<file path="src/rtl/word32_8bits_c.sv">
// Purpose: serializes 32-bit words into four bytes, MSB byte first, behind a small word FIFO.
// Latency: a word accepted into an empty FIFO with the FSM idle shows byte0 two edges later; bytes follow on consecutive edges.
// Backpressure: ready_out drops when the FIFO is full; a word offered anyway is dropped and overflow_c sticks high until reset.
module word32_8bits_c #(
    parameter int DEPTH = 2
) (
    input  logic        clk_4f_c,
    input  logic        reset,
    input  logic        valid_in,
    input  logic [31:0] Data_in,
    output logic        ready_out,
    output logic        valid_out_c,
    output logic [7:0]  Data_out_c,
    output logic        overflow_c
);

    localparam int PW = $clog2(DEPTH);
    localparam logic [PW:0] FULL_CNT = DEPTH[PW:0];

    localparam logic [0:0] IDLE = 1'b0;
    localparam logic [0:0] SEND = 1'b1;

    logic [31:0]   fifo_mem [DEPTH];
    logic [PW-1:0] wr_ptr;
    logic [PW-1:0] rd_ptr;
    logic [PW:0]   fifo_count;

    // Only the three trailing bytes are kept; byte0 leaves directly from the FIFO head.
    logic [23:0]   shift_reg;
    logic [1:0]    byte_cnt;
    logic [0:0]    state;

    logic          push;
    logic          pop;
    logic [31:0]   head;

    // Full FIFO refuses a push even when the serializer pops on the same edge.
    assign ready_out = reset && (fifo_count < FULL_CNT);
    assign push      = valid_in && ready_out;
    assign pop       = (state == IDLE) && (fifo_count != '0);
    assign head      = fifo_mem[rd_ptr];

    // Word storage; contents are don't-care until counted, so no reset needed.
    always_ff @(posedge clk_4f_c) begin
        if (push) begin
            fifo_mem[wr_ptr] <= Data_in;
        end
    end

    // FIFO pointers, occupancy and the sticky overflow flag.
    always_ff @(posedge clk_4f_c or negedge reset) begin
        if (!reset) begin
            wr_ptr     <= '0;
            rd_ptr     <= '0;
            fifo_count <= '0;
            overflow_c <= 1'b0;
        end else begin
            if (push) begin
                wr_ptr <= wr_ptr + 1'b1;
            end
            if (pop) begin
                rd_ptr <= rd_ptr + 1'b1;
            end
            case ({push, pop})
                2'b10:   fifo_count <= fifo_count + 1'b1;
                2'b01:   fifo_count <= fifo_count - 1'b1;
                default: fifo_count <= fifo_count;
            endcase
            if (valid_in && !ready_out) begin
                overflow_c <= 1'b1;
            end
        end
    end

    // Serializer: pop and emit byte0 from IDLE, then shift out the remaining three bytes.
    always_ff @(posedge clk_4f_c or negedge reset) begin
        if (!reset) begin
            state       <= IDLE;
            byte_cnt    <= 2'd0;
            shift_reg   <= 24'h0;
            valid_out_c <= 1'b0;
            Data_out_c  <= 8'h00;
        end else begin
            case (state)
                IDLE: begin
                    if (pop) begin
                        shift_reg   <= head[23:0];
                        Data_out_c  <= head[31:24];
                        valid_out_c <= 1'b1;
                        byte_cnt    <= 2'd1;
                        state       <= SEND;
                    end else begin
                        valid_out_c <= 1'b0;
                        Data_out_c  <= 8'h00;
                    end
                end
                default: begin
                    Data_out_c  <= shift_reg[23:16];
                    shift_reg   <= {shift_reg[15:0], 8'h00};
                    valid_out_c <= 1'b1;
                    byte_cnt    <= byte_cnt + 2'd1;
                    if (byte_cnt == 2'd3) begin
                        state <= IDLE;
                    end
                end
            endcase
        end
    end

endmodule
</file>
<file path="config.mk">
export PLATFORM = sky130hd
export DESIGN_NAME = word32_8bits_c
export DESIGN_NICKNAME = d
export VERILOG_FILES = /design/src/rtl/word32_8bits_c.sv
export SDC_FILE = /design/constraint.sdc
export NUM_CORES = 1
export LEC_CHECK = 0
export CAP_MARGIN = 0
export CORE_ASPECT_RATIO = 0.5
export CORE_MARGIN = 2
export CORE_UTILIZATION = 48
export CTS_CLUSTER_SIZE = 24
export DETAILED_ROUTE_END_ITERATION = 8
export GPL_ROUTABILITY_DRIVEN = 0
export GPL_TIMING_DRIVEN = 0
export PLACE_DENSITY = 0.7
export SKIP_CTS_REPAIR_TIMING = 1
export SYNTH_ARGS = -nofsm -noshare
export SYNTH_HDL_FRONTEND = slang
export SYNTH_SLANG_ARGS = --single-unit
export TNS_END_PERCENT = 30
</file>
<file path="constraint.sdc">
create_clock -name clk_4f_c -period 5.18 [get_ports clk_4f_c]
set_input_delay 0.518 -clock clk_4f_c [delete_from_list [all_inputs] [get_ports clk_4f_c]]
set_output_delay 0.518 -clock clk_4f_c [all_outputs]
set_load 0.02 [all_outputs]
</file>
==> key figures, run 1 <==
Synth
  – #FFs+latches synth: 105
  – Ys async rst share: 0.390
  – Post-synth EDFFs: 64
  – Sequential share of the synthesized area: 0.722
  – Mapped Cells: 275
  – Syn_nets: 312
  – Netlist cell types: 31
  – Mean Syn Cell Area: 14.8 um2
  – Ys flop type: edfxtp_1
  – Mapped Area: roughly 4100 um2
  – Synthesis Warnings: 0

Global route
  – Global-route wire length before repair: around 12,000 um
  – Initial antenna violation count: 0
  – Total GRT Usage: 0.175
  – Largest net degree at the start of global routing: 43
  – Grt ovf: 0
  – Vias in the first global route: 2,456

Critical path
  – Max FO, Critical Path: 42
  – Reg2Reg Depth: 3
  – Required @ worst endpoint: 4.66 ns
  – Crit. End Element: output pin
  – WP data arrival: about 2.2 ns
  – Crit Path Class: in2out
  – Worst r2r dst: fifo_mem[0][18]
  – Setup slack on the worst flop-to-flop path: 3.09 ns
  – Reg2reg start: fifo_count[1]
  – Worst setup SP type: input port

Clock tree
  – H-tree depth: 3
  – Worst-case clock buffer depth: 2
  – CTS Buf Count: 9
  – CTS Root Cell: clkbuf_16
  – Num Clock Sinks: ~110
  – Worst-path clk slew: approximately 0.060 ns
  – Clk_lat worst skew: 0.34 ns
  – TritonCTS clock tree: done

Final layout
  – N_diodes: 0
  – Synthesis-to-layout area growth: 21.3%
  – Post-layout util: 0.610
  – Finished Layout Cells: roughly 450
  – Fin area: 4950 um2
  – Nets: 368
  – Max FFs per register: 64
  – Layout cell share with drive strength beyond 1: 0.128

Placement
  – Post-placement cell area: 4670 um2
  – Dpl hpwl: slightly below 5000 um
  – # placed instances: 432
  – Port buffer count: 45

Detailed routing
  – Routed wire length: 7280 um
  – Pre-antenna DRT Iters: 6
  – Vias per cell: 5.19
  – Routed vias: between 2,000 and 2,500
  – First DRT Iteration DRCs: 119
  – Post-DRT Antenna Nets: 0
  – Post-route DRC: 0
  – DR WL/cell: 16.3 um

Min path
  – Worst Hold Class: in2async

Power and ir drop
  – Maximum VDD drop: roughly 210 uV
  – Comb pwr share: 0.322
  – Static leakage: about 1.9 nW
  – Clk pwr share: 0.237
  – P_sw: 0.000860 W
  – Internal power: about 0.0018 W
  – Sequential Power Share: 0.441
  – Sw Share: 0.326
  – Pwr Density: 532 nW/um2

STA
  – Slew at the pin with the worst max-slew slack: roughly 1 ns
  – Hold Vio Cnt, Final: 0
  – Max-slew headroom at the worst pin: 0.350
  – Hold_ws: 0.301 ns
  – Setup-failing EPs final: 0
  – Crit share post-route: 0.532
  – RSZ-0062 raised after global routing: no
  – Fmax: 363 MHz
  – Crit path time final: 2.76 ns
  – Slew Viols, Final: 0
  – Layout Skew: 0.00607 ns

Floorplan
  – Die Wd: 134 um
  – Die height: 69.2 um
  – Core region area: approximately 8000 um2
  – Std cell rows: 23
  – Initial Util: 0.503
  – Ports: 46
  – Die ar.: between 9000 and 10,000 um2

Flow run
  – Number of max-cap violations: 0

Outcome
  – Outcome: complete, no violations
## metal layers
metal,global-route usage,share of wire,routed length [um],vias to the layer above
met5,0,0,0,-
met4,0.0749,0.019,141,0
met3,0.0636,0.070,510,12
met2,0.268,0.46,3380,70
met1,0.229,0.45,3250,1130
li1,-,-,-,1114
## power groups by stage
stage          logic (W)  registers, W  clock network (W)
6_report        0.000849       0.00116           0.000625
5_1_grt         0.000933       0.00118           0.000670
4_1_cts         0.000854       0.00116           0.000639
3_5_place_dp    0.000850       0.00118                  0
3_3_place_gp    0.000824       0.00117                  0
2_1_floorplan   0.000574       0.00118                  0
## how the worst max path moves through the flow
stage,start,endpoint,slack [ns],cells after the start
6_report,reset,ready_out,2.42,3
5_1_grt,reset,ready_out,2.23,3
2_1_floorplan,reset,fifo_mem[0][0],2.24,3
3_5_place_dp,reset,fifo_mem[0][3],2.16,4
3_3_place_gp,reset,fifo_mem[0][3],-0.06,4
4_1_cts,reset,ready_out,2.38,3
## through the flow
step,setup slack [ns],power [W],setup TNS (ns)
finish,2.42,0.00263,0
floorplan,2.24,0.00176,0
detailed placement,2.16,0.00203,0
global route,2.23,0.00278,0
CTS,2.38,0.00265,0
global placement,-0.0615,0.00199,-1.90
## cell usage after synthesis, types with 2 or more instances
cell type | number | share of area
nor2b_1 | 15 | 0.023
clkbuf_1 | 6 | 0.0055
buf_6 | 4 | 0.011
ha_1 | 2 | 0.0061
nand2_1 | 27 | 0.025
and2b_1 | 2 | 0.0037
edfxtp_1 | 64 | 0.47
nor2_1 | 25 | 0.023
o21ai_1 | 8 | 0.0098
nor2_2 | 2 | 0.0031
mux2i_1 | 16 | 0.039
inv_1 | 2 | 0.0018
o31ai_2 | 5 | 0.015
dfrtp_1 | 41 | 0.25
buf_2 | 3 | 0.0037
o31ai_1 | 11 | 0.020
buf_4 | 3 | 0.0055
a211oi_2 | 8 | 0.025
xnor2_1 | 4 | 0.0086
a211oi_1 | 16 | 0.029
## cell usage in the layout (no fill, tap or decap), types with 5 or more instances in the layout
master,instances
nand2_1,27
o31ai_2,5
clkbuf_16,9
nor2_1,24
a211oi_1,16
o31ai_1,11
mux2i_1,16
edfxtp_1,64
o21ai_1,8
nor2b_1,15
dfrtp_1,41
clkbuf_1,9
a211oi_2,8
clkdlybuf4s50_1,44
## critical path: stages
cell,delay (ns)
buf_2,0.68
nor2b_1,0.35
clkdlybuf4s50_1,0.66
## cell families (layout without fill, tap and decap cells)
logic type	Yosys count	count (layout)	synth area share
compound gates	52	52	0.105
xor+xnor	5	5	0.0107
fa+ha+maj	2	2	0.00613
buf+inv	19	80	0.0294
flops	105	105	0.722
mux	16	16	0.0393
simple gates	76	76	0.0865
## area by class of cell
cell class                 count  area [um2]
fill                         631        3160
timing repair buffer          45         445
sequential                   105        2950
clock buffer                  14         264
clock inverter                 2        12.5
inverter                       2        7.51
tap                          112         140
multi-input combinational    151        1020
buffer                        17         113
Power figures use the tool's default switching activity.
==> run 2: changes to the inputs <==
==> constraint.sdc (replaced) <==
create_clock -name clk_4f_c -period 2.6 [get_ports clk_4f_c]
set_input_delay 0.26 -clock clk_4f_c [delete_from_list [all_inputs] [get_ports clk_4f_c]]
set_output_delay 0.26 -clock clk_4f_c [all_outputs]
set_load 0.02 [all_outputs]
==> run 2 against run 1 <==
Clock power increased by 100%. Critical path depth increased by 2. Design area increased by 0.78%. Clock skew decreased by 0.0026 ns. Register-to-register slack got worse by 2.6 ns. Critical path type is now in2reg.
==> key figures, run 2 (synthesis results as in run 1) <==
Outcome
  – Outcome: complete, no violations (unchanged)

Final layout
  – Multi-input gate area: 1020 um2 (unchanged)
  – N_diodes: 0 (unchanged)
  – Synthesis-to-layout area growth: 22.3% (was 21.3%)
  – Fin area: 4990 um2 (was 4950 um2)
  – Layout cell share with drive strength beyond 1: 0.133 (was 0.128)
  – Commonest non-fill, non-tap cell in the layout: edfxtp_1 (unchanged)
  – Register Area: 2950 um2 (unchanged)
  – Finished Layout Cells: 450 (was 448)
  – Most frequent cells in the layout: edfxtp_1, clkdlybuf4s50_1, dfrtp_1 (unchanged)
  – Max FFs per register: 64 (unchanged)
  – Nets: 370 (was 368)
  – Fillers: 627 (was 631)

Critical path
  – Crit. End Element: flop (was output pin)
  – CP cell instances: dlygate4sd3_1, clkbuf_4, nor2b_1, nand2_1, nor2_4 (was buf_2, nor2b_1, clkdlybuf4s50_1)
  – WP data arrival: 2.21 ns (was 2.24 ns)
  – Reg2reg start: fifo_count[1] (unchanged)
  – CP max stage cell: nor2_4 (was buf_2)
  – Required @ worst endpoint: 2.56 ns (was 4.66 ns)
  – Worst r2r dst: fifo_mem[0][1] (was fifo_mem[0][18])
  – Max incr delay on CP: 0.76 ns (was 0.68 ns)
  – Worst setup SP type: input port (unchanged)
  – Reg2Reg Depth: 3 (unchanged)
  – Crit path capture: fifo_mem[0][1] (was ready_out)
  – Crit path from: reset (unchanged)
  – Crit Path Class: in2reg (was in2out)
  – Max FO, Critical Path: 32 (was 42)
  – Setup slack on the worst flop-to-flop path: 0.52 ns (was 3.09 ns)

Power and ir drop
  – P_sw: 0.00173 W (was 0.000860 W)
  – Static leakage: 1.90 nW (was 1.88 nW)
  – Internal power: 0.00354 W (was 0.00177 W)
  – Comb pwr share: 0.323 (was 0.322)
  – Tot Pwr: 0.00527 W (was 0.00263 W)
  – Sequential Power Share: 0.440 (was 0.441)
  – Pwr Density: 1060 nW/um2 (was 532 nW/um2)
  – Maximum VDD drop: 486 uV (was 214 uV)
  – Clk pwr share: 0.237 (about the same)
  – Sw Share: 0.328 (was 0.326)

Global route
  – Initial antenna violation count: 0 (unchanged)
  – Vias in the first global route: 2,391 (was 2,456)
  – Grt ovf: 0 (unchanged)
  – Total GRT Usage: 0.174 (was 0.175)
  – Largest net degree at the start of global routing: 43 (unchanged)
  – Global-route wire length before repair: 12,000 um (about the same)

STA
  – Setup-failing EPs final: 0 (unchanged)
  – RSZ-0062 raised after global routing: no (unchanged)
  – Crit share post-route: 0.866
  – Crit path time final: 2.25 ns
  – Max-slew headroom at the worst pin: 0.353 (was 0.350)
  – Post-route setup TNS: 0 ns (unchanged)
  – Fmax: between 400 and 500 MHz
  – Slew at the pin with the worst max-slew slack: 0.968 ns (was 0.973 ns)
  – Hold Vio Cnt, Final: 0 (unchanged)
  – Slew Viols, Final: 0 (unchanged)
  – Layout Skew: 0.00344 ns (was 0.00607 ns)

Floorplan
  – Core region area: 8120 um2 (unchanged)
  – Die Wd: 134 um (unchanged)
  – Die ar.: 9300 um2 (unchanged)
  – Die height: 69.2 um (unchanged)
  – Std cell rows: 23 (unchanged)
  – Ports: 46 (unchanged)
  – Initial Util: 0.503 (unchanged)

Clock tree
  – CTS Buf Count: 9 (unchanged)
  – Worst-path clk slew: 0.06 ns (about the same)
  – H-tree depth: 3 (unchanged)
  – Clk_lat worst skew: 0.34 ns (about the same)
  – CTS Root Cell: clkbuf_16 (unchanged)
  – TritonCTS clock tree: done (unchanged)
  – Worst-case clock buffer depth: 2 (unchanged)
  – Num Clock Sinks: 105 (unchanged)

Placement
  – Port buffer count: 45 (unchanged)
  – Dpl hpwl: 5050 um (was 4910 um)
  – # placed instances: 432 (unchanged)
  – Post-placement cell area: 4670 um2 (unchanged)

Min path
  – Worst Hold Class: in2async (unchanged)

Detailed routing
  – First DRT Iteration DRCs: 140 (was 119)
  – DR WL/cell: 16.6 um (was 16.3 um)
  – Routed wire length: 7480 um (was 7280 um)
  – Vias per cell: 5.19 (about the same)
  – Post-DRT Antenna Nets: 0 (unchanged)
  – Post-route DRC: 0 (unchanged)
  – Pre-antenna DRT Iters: 4 (was 6)
  – Routed vias: 2,335 (was 2,326)

Flow run
  – Number of max-cap violations: 0 (unchanged)
==> run 2: worst min-delay path by stage <==
stage,start,end,depth (start not counted)
final,reset,shift_reg[0],3
after global routing,reset,shift_reg[0],3
after CTS,reset,shift_reg[0],1
after detailed placement,reset,shift_reg[0],1
after global placement,overflow_c,overflow_c,1
after floorplan,reset,Data_out_c[0],0
==> run 2: cell type report <==
type	count	share of cell area
Inverter	2	0.00150
Tap cell	112	0.0281
Clock buffer	13	0.0522
Multi-Input combinational cell	151	0.205
Sequential cell	105	0.591
Clock inverter	3	0.00301
Timing Repair Buffer	47	0.0973
Buffer	17	0.0226
==> run 2: stage by stage <==
stage / setup slack [ns] / hold slack, ns / util
3_3_place_gp: -1.60 / 0.459 / 0.576
3_5_place_dp: -0.182 / 0.449 / 0.576
6_report: 0.348 / 0.473 / 0.615
4_1_cts: 0.185 / 0.0830 / 0.610
2_1_floorplan: 0.277 / -0.0356 / -
5_1_grt: 0.166 / 0.493 / 0.615
==> run 2: layer usage <==
layer,up-vias,global-route usage,routed length [um]
met4,0,0.0643,87
met3,10,0.0475,473
met5,-,0,0
li1,1114,-,-
met1,1145,0.234,3320
met2,66,0.277,3600
==> run 2: worst max-delay path, delay by kind of cell <==
kind / cells / cell delay (ns)
simple gates: 3 / 1.23
buf+inv: 2 / 0.69
==> run 2: power groups by stage <==
stage	logic [W]	registers, W	clock network, W
2_1_floorplan	0.00114	0.00236	0
6_report	0.00170	0.00232	0.00125
3_3_place_gp	0.00165	0.00233	0
4_1_cts	0.00171	0.00232	0.00126
5_1_grt	0.00187	0.00235	0.00133
3_5_place_dp	0.00170	0.00235	0
